## src/rtl/dmem_arbiter.sv

```systemverilog
// Two-requester data-memory arbiter: one access per three cycles (IDLE -> ACCESS -> RESP).
// Define DMEM_ARB_RR_EN for round-robin arbitration; otherwise port 0 has fixed priority.
`timescale 1ns/1ps

module dmem_arbiter #(
    parameter logic [31:0] START_ADDR = 32'h01000000,
    parameter logic [31:0] MEM_BYTES  = 32'h00100000
) (
    input  logic        clock,
    input  logic        reset_n,

    input  logic        req_0,
    input  logic        rw_0,
    input  logic [1:0]  size_0,
    input  logic        un_0,
    input  logic [31:0] addr_0,
    input  logic [31:0] wdata_0,
    output logic        gnt_0,
    output logic        rvalid_0,
    output logic [31:0] rdata_0,
    output logic        err_0,

    input  logic        req_1,
    input  logic        rw_1,
    input  logic [1:0]  size_1,
    input  logic        un_1,
    input  logic [31:0] addr_1,
    input  logic [31:0] wdata_1,
    output logic        gnt_1,
    output logic        rvalid_1,
    output logic [31:0] rdata_1,
    output logic        err_1,

    output logic [31:0] mem_address,
    output logic        mem_read_write,
    output logic [1:0]  mem_access_size,
    output logic        mem_load_un,
    output logic [31:0] mem_data_in,
    input  logic [31:0] mem_data_out
);

    typedef enum logic [1:0] {
        IDLE,
        ACCESS,
        RESP
    } state_t;

    // Evaluated in 33 bits so a window reaching the top of the address space cannot wrap.
    localparam logic [32:0] WINDOW_END = {1'b0, START_ADDR} + {1'b0, MEM_BYTES};

    state_t      state;
    state_t      state_next;
    logic        winner;
    logic        lat_rw;
    logic        lat_err;

    logic        any_req;
    logic        sel;
    logic        sel_rw;
    logic [1:0]  sel_size;
    logic        sel_un;
    logic [31:0] sel_addr;
    logic [31:0] sel_wdata;
    logic [32:0] sel_addr_end;
    logic        sel_err;
    logic [31:0] load_data;

`ifdef DMEM_ARB_RR_EN
    logic        rr_ptr;

    always_comb begin
        sel = 1'b0;
        if (req_0 && req_1) begin
            sel = rr_ptr;
        end else begin
            sel = req_1;
        end
    end

    // rr_ptr names the port that wins the next tie; it flips away from every granted port.
    always_ff @(posedge clock or negedge reset_n) begin
        if (!reset_n) begin
            rr_ptr <= 1'b0;
        end else if (state == IDLE && any_req) begin
            rr_ptr <= ~sel;
        end
    end
`else
    always_comb begin
        sel = 1'b0;
        if (!req_0) begin
            sel = req_1;
        end
    end
`endif

    always_comb begin
        any_req   = req_0 || req_1;
        sel_rw    = sel ? rw_1    : rw_0;
        sel_size  = sel ? size_1  : size_0;
        sel_un    = sel ? un_1    : un_0;
        sel_addr  = sel ? addr_1  : addr_0;
        sel_wdata = sel ? wdata_1 : wdata_0;

        sel_addr_end = {1'b0, sel_addr} + 33'd4;
        sel_err      = 1'b0;
        case (sel_size)
            2'd0:    sel_err = 1'b0;
            2'd1:    sel_err = sel_addr[0];
            2'd2:    sel_err = |sel_addr[1:0];
            default: sel_err = 1'b1;
        endcase
        if (sel_addr < START_ADDR || sel_addr_end > WINDOW_END) begin
            sel_err = 1'b1;
        end
    end

    always_ff @(posedge clock or negedge reset_n) begin
        if (!reset_n) begin
            state <= IDLE;
        end else begin
            state <= state_next;
        end
    end

    always_comb begin
        state_next     = state;
        gnt_0          = 1'b0;
        gnt_1          = 1'b0;
        rvalid_0       = 1'b0;
        rvalid_1       = 1'b0;
        err_0          = 1'b0;
        err_1          = 1'b0;
        mem_read_write = 1'b0;
        case (state)
            IDLE: begin
                if (any_req) begin
                    state_next = ACCESS;
                end
            end
            ACCESS: begin
                gnt_0          = ~winner;
                gnt_1          = winner;
                mem_read_write = lat_rw && !lat_err;
                state_next     = RESP;
            end
            RESP: begin
                rvalid_0   = ~winner;
                rvalid_1   = winner;
                err_0      = ~winner && lat_err;
                err_1      = winner && lat_err;
                state_next = IDLE;
            end
            default: state_next = IDLE;
        endcase
    end

    assign load_data = (lat_rw || lat_err) ? 32'd0 : mem_data_out;

    // Memory-side fields are loaded only at the latch edge, so they hold between accesses.
    always_ff @(posedge clock or negedge reset_n) begin
        if (!reset_n) begin
            winner          <= 1'b0;
            lat_rw          <= 1'b0;
            lat_err         <= 1'b0;
            mem_address     <= 32'd0;
            mem_access_size <= 2'd0;
            mem_load_un     <= 1'b0;
            mem_data_in     <= 32'd0;
            rdata_0         <= 32'd0;
            rdata_1         <= 32'd0;
        end else begin
            if (state == IDLE && any_req) begin
                winner          <= sel;
                lat_rw          <= sel_rw;
                lat_err         <= sel_err;
                mem_address     <= sel_addr;
                mem_access_size <= sel_size;
                mem_load_un     <= sel_un;
                mem_data_in     <= sel_wdata;
            end
            if (state == ACCESS) begin
                if (winner) begin
                    rdata_1 <= load_data;
                end else begin
                    rdata_0 <= load_data;
                end
            end
        end
    end

endmodule

```

## config.mk

```make
export PLATFORM = sky130hd
export DESIGN_NAME = dmem_arbiter
export DESIGN_NICKNAME = d
export VERILOG_FILES = /design/src/rtl/dmem_arbiter.sv
export SDC_FILE = /design/constraint.sdc
export NUM_CORES = 1
export LEC_CHECK = 0
export CAP_MARGIN = 20
export CORE_ASPECT_RATIO = 1.5
export CORE_MARGIN = 8
export CORE_UTILIZATION = 26
export DETAILED_ROUTE_END_ITERATION = 10
export GPL_TIMING_DRIVEN = 0
export PLACE_DENSITY_LB_ADDON = 0.3
export REMOVE_ABC_BUFFERS = 1
export SLEW_MARGIN = 15
export SYNTH_ARGS = -nofsm -noshare
export SYNTH_HDL_FRONTEND = slang
export SYNTH_SLANG_ARGS = --single-unit
```

## constraint.sdc

```tcl
create_clock -name clock -period 1.9 [get_ports clock]
set_clock_uncertainty 0.2 [all_clocks]
set_input_delay 0.475 -clock clock [delete_from_list [all_inputs] [get_ports clock]]
set_output_delay 0.475 -clock clock [all_outputs]
set_load 0.02 [all_outputs]
```

Yosys cells after proc, flatten, opt, wreduce, memory -nomap -nowiden
Index checks and enable logic that the tools add are counted.
W data, S select, Z words.
{"block": "totals", "ff_bits": 136, "input_bits": 172, "output_inout_bits": 138, "elab_cells": 50}
{"block": "classes", "addsub": 1, "magnitude_cmp": 2, "n_eq_ne": 5, "mux": 18, "bitwise_logic": 1, "reduce_logical": 13}
{"op": "$mux W32", "count": 3}
{"op": "$add A32 B3 Y33 const B", "count": 1}
{"op": "$gt A33 B25 Y1 const B", "count": 1}
{"op": "$lt A32 B25 Y1 const B", "count": 1}
{"op": "$mux W1", "count": 11}
{"op": "$eq A2 B1 Y1 const B", "count": 2}
{"op": "$eq A2 B2 Y1 const B", "count": 2}
{"op": "$logic_and A1 B1 Y1", "count": 4}
{"op": "$logic_not A2 Y1", "count": 2}
{"op": "$mux W2", "count": 2}
{"op": "$pmux W2 S2", "count": 1}
{"op": "$reduce_and A2 Y1", "count": 2}
{"op": "$logic_or A1 B1 Y1", "count": 3}
{"op": "$pmux W1 S3", "count": 1}
{"op": "$ne A2 B2 Y1 const B", "count": 1}
{"op": "$reduce_or A2 Y1", "count": 1}
{"op": "$logic_not A1 Y1", "count": 1}
{"op": "$not A1 Y1", "count": 1}

Depth between registers and ports, before layout
Gate-level depths: netlist (run 1).
{"block": "depth", "ltp_word": 6, "ltp_mapped": 11, "mapped_depth_nobuf": 8}

Worst setup path before layout (run 1)
Ideal clock, no wire load.
{"block": "synth_path", "path_type": "input -> register", "start": "input req_0", "end": "register lat_err", "setup_time_ns": 0.131, "t_arrival_ns": 2.401, "required_time_ns": 1.569, "slack_ns": -0.832, "stages": 9, "n_path_buf": 1, "cell_sequence": "nand2b_4 buf_6 mux2i_2 nand4_4 nor3_1 mux2_2 o31a_1 nor4_1 a31oi_1"}
{"block": "synth_between", "elab_chain_len": 6, "word_cells_on_any_way": 15, "classes_between": "1 x add/sub; 2 x order compare; 2 x eq/ne; 5 x mux; 5 x reduce/logical"}
{"element": "start: declaration", "line": "12", "text": "input logic req_0,"}
{"element": "$mux W1", "line": "91", "text": "if (!req_0) begin"}
{"element": "$mux W32", "line": "102", "text": "sel_addr = sel ? addr_1 : addr_0;"}
{"element": "$add A32 B3 Y33", "line": "105", "text": "sel_addr_end = {1'b0, sel_addr} + 33'd4;"}
{"element": "$gt A33 B25 Y1", "line": "113", "text": "if (sel_addr < START_ADDR || sel_addr_end > WINDOW_END) begin"}
{"element": "$logic_or A1 B1 Y1", "line": "113"}
{"element": "$mux W1", "line": "113"}
{"element": "end signal: assignment", "line": "176", "text": "lat_err <= sel_err;"}
{"element": "end: declaration", "line": "55", "text": "logic lat_err;"}
Parallel ways exist; a longest one is shown, timed or not.
A chain may end at the register's enable or synchronous reset.

Worst setup path after layout (run 1)
Ends and elaborated chain as after synthesis.

==> key figures, run 1 <==
Synth
  • Most used DFF post-synth: dfrtp_1
  • Syn_area_per_cell: 8.674 µm²
  • Post-Syn Area: between 6000 and 7000 µm²
  • Post-synthesis xor/xnor area fraction: 0.006705
  • Top cells by area, synth: dfrtp_1, nand2_1, o21ai_0, a31oi_1, mux2i_1
  • Post-synthesis register bit count: between 100 and 150
  • Simple-Gate Fraction of Synth Area: 0.2404
  • Ys async rst share: 1.000
  • Seq/Total Area, Yosys: 0.5211
  • Synth Area in Adders: 0
  • Syn. warnings: 0
  • Post-synth cell types: 51
  • Post-synthesis mux area share: 0.05613
  • Synth Area in Compound Gates: 0.1418
  • Post-synth EDFFs: 0
  • Largest family of logic cells by synthesized area: simple AND/OR/NAND/NOR gates
  • Largest area contributor in the netlist: dfrtp_1
  • Share of the synthesized area in the top cell type: 0.5211
  • Gate Count Post-Synth: 753

Route
  • Wire length per cell: about 19 µm
  • Iter 0 DRT Violations: 270
  • Final WL: 27760 µm
  • Drc violations: 0
  • Detailed Routing Iterations Pass 1: 4
  • Antenna viol nets, final: 0
  • Vias: approximately 6700
  • Via/cell ratio: approximately 4.7

Timing
  • Tcrit/Tclk final: 1.282
  • Rel. slew slack: 0.6364
  • Final min period: between 2 and 2.5 ns
  • Max Clk Rate: 0.4107 GHz
  • Hold Worst Slack: ~0.22 ns
  • RSZ-0062 raised after global routing: yes
  • Final setup viols: 8
  • Worst slew pin tran: about 0.55 ns
  • Setup TNS: -2.227 ns
  • Final worst slack: -0.5352 ns
  • Final hold vios: 0
  • Slew Limit Fails: 0

Flow run
  • Max Cap Violations: 0

Clocking
  • CTS root buf: clkbuf_16
  • Clock sink count: 136
  • CTS tree: built
  • H-tree depth: 4
  • Worst-Skew Late Latency: around 0.42 ns
  • Clock buffer count from CTS: 17
  • Clock Pin Slew Worst Setup and Hold Paths: around 0.07 ns
  • Clock Path Buffers: 2

Power
  • Power Density: approximately 1200 nW/µm²
  • Peak VDD IR: roughly 0.60 mV
  • Cell-internal power: ~8000 µW
  • Net Sw Power: between 5000 and 6000 µW
  • Sequential Power Share: 0.308
  • Comb power frac: 0.442
  • Net Sw Frac: 0.4007
  • Clock share of power: 0.250
  • Static Leak: approximately 0.0052 µW

Setup path
  • Worst endpoint required time: roughly 2 ns
  • Worst Path Buf+Inv: 4
  • Max stage delay cell, worst path: nor4_4
  • CP most frequent cell: buf_6
  • Slowest stage delay, CP: 0.34 ns
  • Worst Setup End Kind: flip-flop
  • Worst path cell trace: buf_12, nand2b_4, buf_6, mux2i_4, nand4_4, buf_6, nor4_4, buf_4, nor2_1, o31a_1, nor4_2, a31oi_1
  • Crit Path Max Fanout: 7
  • Kind of launch point of the worst setup path: primary input
  • Crit-path leading delay family: simple AND/OR/NAND/NOR gates
  • Crit path DAT: 2.54 ns
  • Critical setup path kind: primary input to flip-flop

Floorplan
  • Starting density of the core: 0.2626
  • Die Y: approximately 210 µm
  • Site Rows: 71
  • Num ports: a little over 300
  • Die ar.: slightly above 30000 µm²
  • Die X: approximately 150 µm
  • Core area: between 20000 and 25000 µm²

Place
  • Placed cell count: between 1000 and 1500
  • Post-DP HPWL: 18470 µm
  • Buffers on Ports: just over 300
  • GPL Wtd Cong: 0.8025

Global routing
  • Largest net degree at the start of global routing: roughly 80
  • Total global routing overflow: 0
  • Tot GR Track Use: 0.1813
  • First-pass GRT wire length: approximately 43000 µm
  • Number of global-route vias before repair: 7080
  • Initial antenna violation count: 8

Finish
  • Layout cells sized above 1: 0.1515
  • Final net count: roughly 1300
  • Syn-to-layout area delta: 74.23%
  • Non-Filler Instances: around 1400

Min path
  • Min-delay worst type: primary input to flip-flop

Run status
  • Outcome: finished with violations
  • Failing checks: setup timing
-- final timing paths --
path	start	endpoint	slack (ns)	cells past startpoint
worst max register to register	state[0]$_DFFE_PN0P_	lat_err$_DFFE_PN0P_	-0.37	10
worst max-delay path	req_0	lat_err$_DFFE_PN0P_	-0.54	12
worst min-delay path	addr_1[3]	mem_address[3]$_DFFE_PN0P_	0.22	3
min in group asynchronous	reset_n	rdata_0[12]$_DFFE_PN0P_	0.39	2
worst min register to register	rdata_1[9]$_DFFE_PN0P_	rdata_1[9]$_DFFE_PN0P_	0.27	2
max in group asynchronous	reset_n	mem_data_in[2]$_DFFE_PN0P_	0.35	3
-- kinds of logic after synthesis --
| family | count (synthesis) |
|---|---|
| mux | 35 |
| simple gates | 363 |
| buf+inv | 53 |
| flops | 136 |
| compound gates | 161 |
| xor+xnor | 5 |
-- worst register-to-register path, stage by stage (launching register included) --
cell and delay, ns:
dfrtp_2 0.44, nor2_4 0.17, o21ai_4 0.10, buf_16 0.18
clkinv_16 0.13, buf_16 0.18, o2111ai_2 0.18, a211oi_2 0.19
o21ai_0 0.14, nor4_2 0.14, a31oi_1 0.10
-- cell type report --
cell class                      count  area [µm²]
Clock buffer                       17       425.4
Sequential cell                   136        3407
Fill cell                        2429       13490
Tap cell                          328       410.4
Timing Repair inverter              1       8.758
Clock inverter                     15       166.4
Antenna cell                        4       10.01
Timing Repair Buffer              366        3608
Inverter                            5       45.04
Multi-Input combinational cell    569        3298
-- registers in the layout, summed over array words and instances (netlist names) --
register / flops
mem_address: 32
mem_data_in: 32
rdata_0: 32
rdata_1: 32
mem_access_size: 2
state: 2
lat_err: 1
lat_rw: 1
mem_load_un: 1
winner: 1
-- per-stage QoR --
| step | worst slack (ns) | cell area, µm² | total power, µW | utilization |
|---|---|---|---|---|
| floorplan | -3.077 | 6329 | 6721 | - |
| CTS | -0.4602 | 11230 | 13570 | 0.4514 |
| global placement | -6.676 | 9832 | 9250 | 0.3953 |
| finish | -0.5352 | 11380 | 13480 | 0.4575 |
| detailed placement | -2.578 | 10040 | 9804 | 0.4035 |
| global route | -0.5890 | 11380 | 14280 | 0.4574 |
-- layer usage --
layer / routed length [µm] / vias to the layer above / GRT usage
met5: 38 / - / 0
met1: 10500 / 3173 / 0.1961
met4: 597 / 8 / 0.06844
met3: 2314 / 34 / 0.06910
li1: - / 3273 / -
met2: 14310 / 258 / 0.3167
-- power by group through the flow --
stage               clock, µW  sequential (µW)  combinational [µW]
floorplan                   0             5090                1630
global placement            0             4130                5120
detailed placement          0             4190                5610
CTS                      3470             4160                5940
global route             3570             4260                6440
finish                   3370             4150                5950
-- timing repair --
| action | CTS | global route |
|---|---|---|
| hold buffers | 1 | 0 |
| buffers inserted | 41 | 5 |
| endpoints found under the setup margin | 208 | 35 |
| gates resized for setup | 291 | 25 |
| endpoints found under the hold margin | 59 | 0 |
| pin swaps | 16 | 13 |
| gates cloned | 9 | 0 |
-- cell usage after synthesis, types with 5 or more instances --
cell,n
nand2_1,248
dfrtp_1,136
o21ai_0,89
nor2_1,56
a31oi_1,50
clkbuf_1,39
mux2i_1,28
nor3_1,12
and3_1,7
nand4_1,6
inv_1,5
-- cell usage in the layout, fill, tap and decap left out, types with 13 or more instances in the layout --
master	instances
dlygate4sd2_1	157
nor2_1	53
nand2_1	240
buf_6	13
mux2i_1	22
o21ai_0	87
a31oi_1	50
buf_4	37
clkdlybuf4s50_1	133
clkbuf_16	17
dfrtp_1	133
Power figures use the tool's default switching activity.
==> run 2: changes to the inputs <==
- clock period: 1.9 -> 2.39 ns (I/O delays scaled with it)
==> key figures, run 2 (same netlist as run 1, synthesis figures left out) <==
Timing
  • Worst slew pin tran: 1.001 ns (+0.4559 ns)
  • Tcrit/Tclk final: 1.077
  • RSZ-0062 raised after global routing: yes
  • Final setup viols: 1 (-7)
  • Final hold vios: 0 (unchanged)
  • Setup TNS: -0.1836 ns (+2.044 ns)
  • Max Clk Rate: around 0.39 GHz
  • Final worst slack: -0.1836 ns (+0.3516 ns)
  • Slew Limit Fails: 0 (unchanged)
  • Final min period: about 2.6 ns
  • Rel. slew slack: 0.3325 (-0.3039)

Route
  • Vias: 6713 (-0.49%)
  • Wire length per cell: 18.98 µm (-1.5%)
  • Final WL: 27350 µm (-1.5%)
  • Detailed Routing Iterations Pass 1: 4 (unchanged)
  • Antenna viol nets, final: 0 (unchanged)
  • Iter 0 DRT Violations: 320 (+19%)
  • Via/cell ratio: 4.659 (-0.49%)
  • Drc violations: 0 (unchanged)

Setup path
  • Worst path cell trace: buf_12, nand2b_4, buf_6, mux2i_4, nand4_4, buf_6, nor4_4, buf_4, nor2_1, o31a_1, nor4_2, a31oi_1
  • Worst Setup End Kind: flip-flop
  • CP most frequent cell: buf_6
  • Cells on worst reg2reg path: 10 (unchanged)
  • RR Startpoint: state[0]$_DFFE_PN0P_
  • Crit Path Max Fanout: 7 (unchanged)
  • Crit path DAT: 2.68 ns (+0.14 ns)
  • R2r endpoint: lat_err$_DFFE_PN0P_
  • Max stage delay cell, worst path: nor4_4
  • Crit path launch: req_0
  • Critical setup path kind: primary input to flip-flop
  • Reg2reg setup slack: -0.09 ns (+0.28 ns)
  • Kind of launch point of the worst setup path: primary input
  • Slowest stage delay, CP: 0.34 ns (about the same)
  • Worst endpoint required time: 2.49 ns (+0.48 ns)

Floorplan
  • Num ports: 310 (unchanged)
  • Starting density of the core: 0.2626 (unchanged)
  • Core area: 24870 µm² (unchanged)
  • Die Y: 210.1 µm (unchanged)
  • Site Rows: 71 (unchanged)
  • Die X: 145.4 µm (unchanged)
  • Die ar.: 30550 µm² (unchanged)

Clocking
  • Clock Pin Slew Worst Setup and Hold Paths: 0.07 ns (about the same)
  • H-tree depth: 4 (unchanged)
  • Clock sink count: 136 (unchanged)
  • Worst-Skew Late Latency: 0.43 ns (about the same)
  • CTS root buf: clkbuf_16
  • CTS tree: built
  • Clock buffer count from CTS: 17 (unchanged)
  • Clock Path Buffers: 2 (unchanged)

Flow run
  • Max Cap Violations: 0 (unchanged)

Global routing
  • Initial antenna violation count: 8 (unchanged)
  • GR met3 Demand/Resource: 0.06867 (-0.0004292)
  • Total global routing overflow: 0 (unchanged)
  • Tot GR Track Use: 0.1768 (-0.004503)
  • M2 GR Usage: 0.3070 (-0.009696)
  • First-pass GRT wire length: 41860 µm (-2.3%)
  • Number of global-route vias before repair: 6945 (-1.9%)
  • Met1 Track Usage GR: 0.1910 (-0.005055)
  • Most Used Layer, Global Route: met2
  • Largest net degree at the start of global routing: 78 (unchanged)

Min path
  • Min-delay worst type: flip-flop to flip-flop
  • Hold EP: rdata_1[17]$_DFFE_PN0P_
  • Hold depth: 2 (-1)
  • Worst hold path startpoint: rdata_1[17]$_DFFE_PN0P_

Power
  • Net Sw Frac: 0.3831 (-0.01755)
  • Clock share of power: 0.244 (-0.006)
  • Peak VDD IR: 0.4784 mV (-20%)
  • Comb power frac: 0.454 (+0.012)
  • Power Density: 959.5 nW/µm² (-19%)
  • Cell-internal power: 6781 µW (-16%)
  • Net Sw Power: 4211 µW (-22%)
  • Total power: 10990 µW (-18%)
  • Static Leak: 0.004829 µW (-7.6%)
  • Sequential Power Share: 0.303 (-0.005)

Finish
  • Syn-to-layout area delta: 75.40%
  • Area of the multi-input gates: 3248 µm² (-1.5%)
  • Register area: 3405 µm² (about the same)
  • Fillers: 2400 (-1.2%)
  • Non-Filler Instances: 1441 (unchanged)
  • Commonest non-fill, non-tap cells in the layout: clkdlybuf4s50_1, nand2_1, dfrtp_1
  • Final net count: 1267 (-0.079%)
  • Layout cells sized above 1: 0.1399 (-0.01160)
  • Commonest non-fill, non-tap cell in the layout: clkdlybuf4s50_1

Place
  • Post-DP HPWL: 18470 µm (unchanged)
  • Placed cell count: 1349 (unchanged)
  • GPL Wtd Cong: 0.8025 (unchanged)
  • Buffers on Ports: 309 (unchanged)

Run status
  • Failing checks: setup timing
  • Outcome: finished with violations
run 2: critical path, delay by kind of cell:
kind | cells | cell delay (ns)
compound gates | 2 | 0.24
buf+inv | 4 | 0.58
mux | 1 | 0.27
simple gates | 5 | 0.97
run 2: layout make-up:
type,count,share of cell area
clock buffer,17,0.03713
clock inverter,15,0.01453
multi-input combinational,569,0.2835
sequential,136,0.2972
inverter,5,0.003058
timing repair buffer,366,0.3277
tap,328,0.03582
antenna,5,0.001092
run 2: routing by layer:
metal / up-vias / share of wire / wire length [µm]
li1: 3270 / - / -
met1: 3151 / 0.38 / 10460
met2: 237 / 0.51 / 13970
met3: 47 / 0.078 / 2137
met4: 8 / 0.027 / 749
met5: - / 0.0014 / 38
run 2: what timing repair did:
item | 4_1_cts | 5_1_grt
hold buffers | 1 | 0
hold endpoints to repair | 59 | 0
resized for setup | 128 | 26
gates cloned | 7 | 1
pin swaps | 15 | 11
buffers inserted | 38 | 8
endpoints found under the setup margin | 57 | 9
run 2: through the flow:
step / util / instance area (µm²) / setup WS, ns / hold WS, ns
after detailed placement: 0.4035 / 10040 / -2.210 / 0.2670
after floorplan: - / 6329 / -2.710 / 0.1019
final: 0.4606 / 11460 / -0.1836 / 0.2764
after global placement: 0.3953 / 9832 / -6.309 / 0.2609
after global routing: 0.4605 / 11450 / -0.2633 / 0.3079
after CTS: 0.4545 / 11310 / -0.09272 / 0.2839
run 2: worst max-delay path by stage:
stage,cells after the start,slack (ns),to
floorplan,7,-2.71,lat_err$_DFFE_PN0P_
global placement,8,-6.31,lat_err$_DFFE_PN0P_
detailed placement,9,-2.21,lat_err$_DFFE_PN0P_
CTS,12,-0.09,lat_err$_DFFE_PN0P_
global route,11,-0.26,lat_err$_DFFE_PN0P_
finish,12,-0.18,lat_err$_DFFE_PN0P_
run 2: power groups by stage:
stage / Combinational [µW] / Clock (µW) / Sequential (µW)
global route: 5370 / 2840 / 3420
CTS: 4970 / 2760 / 3330
floorplan: 1300 / 0 / 4050
global placement: 4280 / 0 / 3310
detailed placement: 4460 / 0 / 3330
finish: 4990 / 2680 / 3330
